**config.mk**
```make
export PLATFORM = sky130hd
export DESIGN_NAME = pulse_measure
export DESIGN_NICKNAME = d
export VERILOG_FILES = /design/src/rtl/pulse_measure.sv
export SDC_FILE = /design/constraint.sdc
export NUM_CORES = 1
export LEC_CHECK = 0
export CAP_MARGIN = 5
export CORE_MARGIN = 3
export CORE_UTILIZATION = 49
export DETAILED_ROUTE_END_ITERATION = 7
export PLACE_DENSITY = 0.73
export SLEW_MARGIN = 20
export SYNTH_ARGS = -nofsm -noshare
export SYNTH_HDL_FRONTEND = slang
export SYNTH_SLANG_ARGS = --single-unit
export TNS_END_PERCENT = 5
```
**constraint.sdc**
```tcl
create_clock -name clk -period 2.1 [get_ports clk]
set_input_delay 0.315 -clock clk [delete_from_list [all_inputs] [get_ports clk]]
set_output_delay 0.315 -clock clk [all_outputs]
set_load 0.02 [all_outputs]
```
**src/rtl/pulse_measure.sv**
```systemverilog
// Pulse train measurement: width and gap of completed pulses,
// with saturation flags and a rising-edge count.
module pulse_measure #(
  parameter int WIDTH = 16
) (
  input  logic             clk,
  input  logic             rst,
  input  logic             d,
  output logic [WIDTH-1:0] width,
  output logic             width_valid,
  output logic             width_ovf,
  output logic [WIDTH-1:0] gap,
  output logic             gap_valid,
  output logic             gap_ovf,
  output logic [15:0]      pulses
);

  localparam logic [WIDTH-1:0] CNT_MAX = {WIDTH{1'b1}};
  localparam logic [WIDTH-1:0] ONE     = WIDTH'(1);

  typedef enum logic [1:0] {
    SYNC,
    LOW,
    HIGH
  } state_t;

  state_t           state, state_n;
  logic [WIDTH-1:0] wcnt, wcnt_n;
  logic [WIDTH-1:0] gcnt, gcnt_n;
  logic             wof, wof_n;
  logic             gof, gof_n;
  logic             first, first_n;
  logic [WIDTH-1:0] width_n, gap_n;
  logic             width_valid_n, gap_valid_n;
  logic             width_ovf_n, gap_ovf_n;
  logic [15:0]      pulses_n;

  always_ff @(posedge clk) begin
    if (rst) begin
      state       <= SYNC;
      wcnt        <= '0;
      gcnt        <= '0;
      wof         <= 1'b0;
      gof         <= 1'b0;
      first       <= 1'b1;
      width       <= '0;
      gap         <= '0;
      width_valid <= 1'b0;
      gap_valid   <= 1'b0;
      width_ovf   <= 1'b0;
      gap_ovf     <= 1'b0;
      pulses      <= '0;
    end else begin
      state       <= state_n;
      wcnt        <= wcnt_n;
      gcnt        <= gcnt_n;
      wof         <= wof_n;
      gof         <= gof_n;
      first       <= first_n;
      width       <= width_n;
      gap         <= gap_n;
      width_valid <= width_valid_n;
      gap_valid   <= gap_valid_n;
      width_ovf   <= width_ovf_n;
      gap_ovf     <= gap_ovf_n;
      pulses      <= pulses_n;
    end
  end

  always_comb begin
    state_n = state;
    unique case (state)
      SYNC:    if (!d) state_n = LOW;
      LOW:     if (d) state_n = HIGH;
      HIGH:    if (!d) state_n = LOW;
      default: state_n = SYNC;
    endcase
  end

  always_comb begin
    wcnt_n        = wcnt;
    gcnt_n        = gcnt;
    wof_n         = wof;
    gof_n         = gof;
    first_n       = first;
    width_n       = width;
    gap_n         = gap;
    width_ovf_n   = width_ovf;
    gap_ovf_n     = gap_ovf;
    width_valid_n = 1'b0;
    gap_valid_n   = 1'b0;
    pulses_n      = pulses;
    unique case (state)
      SYNC: begin
        if (!d) begin
          gcnt_n  = ONE;
          gof_n   = 1'b0;
          first_n = 1'b1;
        end
      end
      LOW: begin
        if (d) begin
          wcnt_n   = ONE;
          wof_n    = 1'b0;
          pulses_n = pulses + 16'd1;
          first_n  = 1'b0;
          // the low run seen right after sync is partial
          if (!first) begin
            gap_n       = gcnt;
            gap_ovf_n   = gof;
            gap_valid_n = 1'b1;
          end
        end else if (gcnt == CNT_MAX) begin
          gof_n = 1'b1;
        end else begin
          gcnt_n = gcnt + ONE;
        end
      end
      HIGH: begin
        if (!d) begin
          width_n       = wcnt;
          width_ovf_n   = wof;
          width_valid_n = 1'b1;
          gcnt_n        = ONE;
          gof_n         = 1'b0;
        end else if (wcnt == CNT_MAX) begin
          wof_n = 1'b1;
        end else begin
          wcnt_n = wcnt + ONE;
        end
      end
      default: ;
    endcase
  end

endmodule

```
==> impl_metrics.toml <==
[power]
powerDensity_mw_per_mm2 = 601
p_int_uw = 2200
power.share.sequential_pct = 58.7
power_uw = 2900
switching_share_pct = 24.1
power.switching_uw = 698
clock_power_share_pct = 36.4
power_frac_comb_pct = 4.9
p_leak_uw = 0.00168
vdd_drop_max_v = 0.000391

[place]
place.detailed.hpwl_um = 6600
io_buffers = 54
gp_congestion = 0.787

[finish]
fillers = 681
final_common_cell = "nand2_1"
nets = 557
layout_common_cells = "99 x nand2_1, 89 x dfxtp_1, 55 x a21oi_1"
num_antenna_cells = 0
syn_to_final_growth_pct = 25.4
drive_above_1_share_pct = 9.71
fin_util_pct = 64.8

[setup_path]
worstRegToRegCells = 5
worstSetupEndpointType = "flop"
path_class = "reg -> reg"
cp-start-kind = "flop"
critical_path_required_ns = 2.35
path_cells = "nand3_1, nor4_4, and3_1, a21oi_1, a311oi_1"
crit_slowest_cell = "nor4_4"
timing.rr.start = "wcnt[5]"
path_max_fanout = 6
reg2reg_to = "wcnt[6]"
critPathArrivalTime_ns = 2.21
rrSetupSlack_ns = 0.14
slowest_delay_ns = 0.44

[routing]
wl_per_cell_um = 14.5
drt_iter0_markers = 215
met1_length_um = 4630
via_per_inst = 5.68
wl_met3_um = 553
routed_wl_um = 9510
vias = 3718
drc = 0
dr.pass1.iters = 5
wl_met2_um = 4240
ant_nets = 0
top_layer = "met4"

[synthesis]
synth_edf_count = 0
yosysWarningCount = 0
synth_cell_types = 47
synthArstFlopShare_pct = 0
ys.flop_type = "dfxtp_1"
synth.cell_area_mm2 = 0.00385
synth_seq_area_share_pct = 46.3
ys_ff_latch = 89
syn-instance-count = 483
syn_area_per_cell_um2 = 7.97
synthesis.nets = 489

[timing]
rsz0062_at_grt = "false"
min_period_ns = 1.96
max_freq_mhz = 511
drv_slew = 0
setup_viol = 0
tightestPinTransition_ns = 0.714
finalCritPeriodShare_pct = 93.2
skew_ns = 0.0109
hold_viol = 0
max_slew_margin_pct = 52.3

[hold_path]
hold_start = "rst"
min_path_cells = 3
hold_path_class = "in -> reg"
holdPathEnd = "state[0]"

[global_routing]
antenna_found_initial = 0
grt_overflow = 0
grtUsageTotal_pct = 22.0
grt_max_degree = 63
grt_pass1_wl_um = 15800
grt_pass1_vias = 3346

[clock_network]
cts_root_buffer = "clkbuf_8"
cts_buffer_depth = 2
cts_tree = "built"
clk_latency_ns = 0.36
ctsHoldBuffers = 0
cts_buffers = 9
htree_levels = 3
cts_sinks = 89
cts.clk_slew.worst_paths_ns = 0.08
cts_setup_buffers = 0

[flow_run]
maxCapViolCount = 0

[run_status]
status = "complete, no violations"

[die]
placeableCoreArea_mm2 = 0.00745
die_h_um = 94.6
die_w_um = 94.6
pin_count = 55
dieArea_mm2 = 0.00895
start_util_pct = 51.7
rows = 31
[cell usage after synthesis (all sizes together) (2+ instances only)]
cell | n | area share, %
o21ai | 17 | 2.2
a211oi | 2 | 0.39
a41oi | 5 | 1.1
nor2 | 43 | 4.2
nand2 | 99 | 9.7
nor4 | 3 | 0.65
and3 | 7 | 1.1
nand4b | 2 | 0.46
a22oi | 2 | 0.39
xor2 | 10 | 2.3
inv | 4 | 0.39
nand3 | 27 | 3.5
mux2i | 3 | 0.78
and4 | 7 | 1.7
nand4 | 13 | 2.1
or2 | 2 | 0.33
ha | 3 | 0.98
a311oi | 5 | 1.1
nand2b | 4 | 0.65
nand3b | 3 | 0.59
nor3 | 6 | 0.78
clkbuf | 23 | 2.2
o211ai | 4 | 0.78
dfxtp | 89 | 46
o31ai | 3 | 0.59
xnor2 | 4 | 0.91
a21oi | 55 | 7.2
buf | 7 | 1.0
or3 | 3 | 0.49
a31oi | 13 | 2.1
nor2b | 4 | 0.65
[state kept, by name, indices dropped and copies added, names as in the netlist]
register	count
width_valid	1
wof	1
gap_valid	1
first	1
gap	16
width_ovf	1
gcnt	16
pulses	16
wcnt	16
gof	1
width	16
state	2
gap_ovf	1
[power groups by stage]
stage	Sequential [uW]	Clock [uW]	Combinational, uW
6_report	1700	1060	141
5_1_grt	1700	1150	154
4_1_cts	1700	1080	139
3_5_place_dp	1740	0	139
3_3_place_gp	1740	0	136
2_1_floorplan	1740	0	85.7
[worst max-delay path, delay by kind of cell (launching register included)]
family	cells	cell delay (ns)
and+or+nand+nor	3	0.94
DFF	1	0.43
AOI/OAI and AO/OA	2	0.50
[cell type report]
| cell class | instances | area, um^2 | share of cell area [%] |
|---|---|---|---|
| sequential | 89 | 1780 | 36.9 |
| timing repair buffer | 87 | 796 | 16.5 |
| clock inverter | 5 | 31.3 | 0.648 |
| multi-input combinational | 360 | 1940 | 40.1 |
| clock buffer | 11 | 141 | 2.93 |
| tap | 99 | 124 | 2.57 |
| inverter | 4 | 15.0 | 0.311 |
[metrics by stage]
stage / worst slack [ns] / area [um^2] / cells / TNS, ns / hold slack, ns
finish: 0.143 / 4830 / 655 / 0 / 0.416
global route: 0.0298 / 4830 / 655 / 0 / 0.444
CTS: 0.0155 / 4810 / 655 / 0 / 0.408
detailed placement: -0.0834 / 4640 / 639 / -0.754 / 0.446
global placement: -0.0373 / 4640 / 639 / -0.424 / 0.441
floorplan: 0.288 / 3850 / 483 / 0 / 0.431
[logic make-up after synthesis]
| logic type | Yosys count | share of synthesized area (%) |
|---|---|---|
| AOI/OAI and AO/OA | 114 | 17.7 |
| xor gates and xnor gates | 14 | 3.19 |
| adders and majority gates | 3 | 0.976 |
| buffers and inverters | 34 | 3.64 |
| DFF | 89 | 46.3 |
| muxes | 3 | 0.781 |
| and+or+nand+nor | 226 | 27.4 |
[worst max-delay path by stage]
stage,slack (ns),cells after the start,from,to
finish,0.14,5,wcnt[5],wcnt[6]
global route,0.03,5,wcnt[5],wcnt[6]
CTS,0.02,6,wcnt[1],wcnt[6]
detailed placement,-0.08,5,d,width[3]
global placement,-0.04,5,d,width_ovf
floorplan,0.29,6,wcnt[0],wcnt[8]
[timing repair]
item                                    CTS  global route
endpoints found under the setup margin    0            15
gates resized for setup                   0             1
hold endpoints to repair                  0             0
[layer usage]
layer,up-vias,GRT usage (%)
met5,-,0
met4,0,6.37
met3,5,4.30
met2,121,32.6
met1,1751,32.4
li1,1841,-
(Power assumes the default switching activity.)
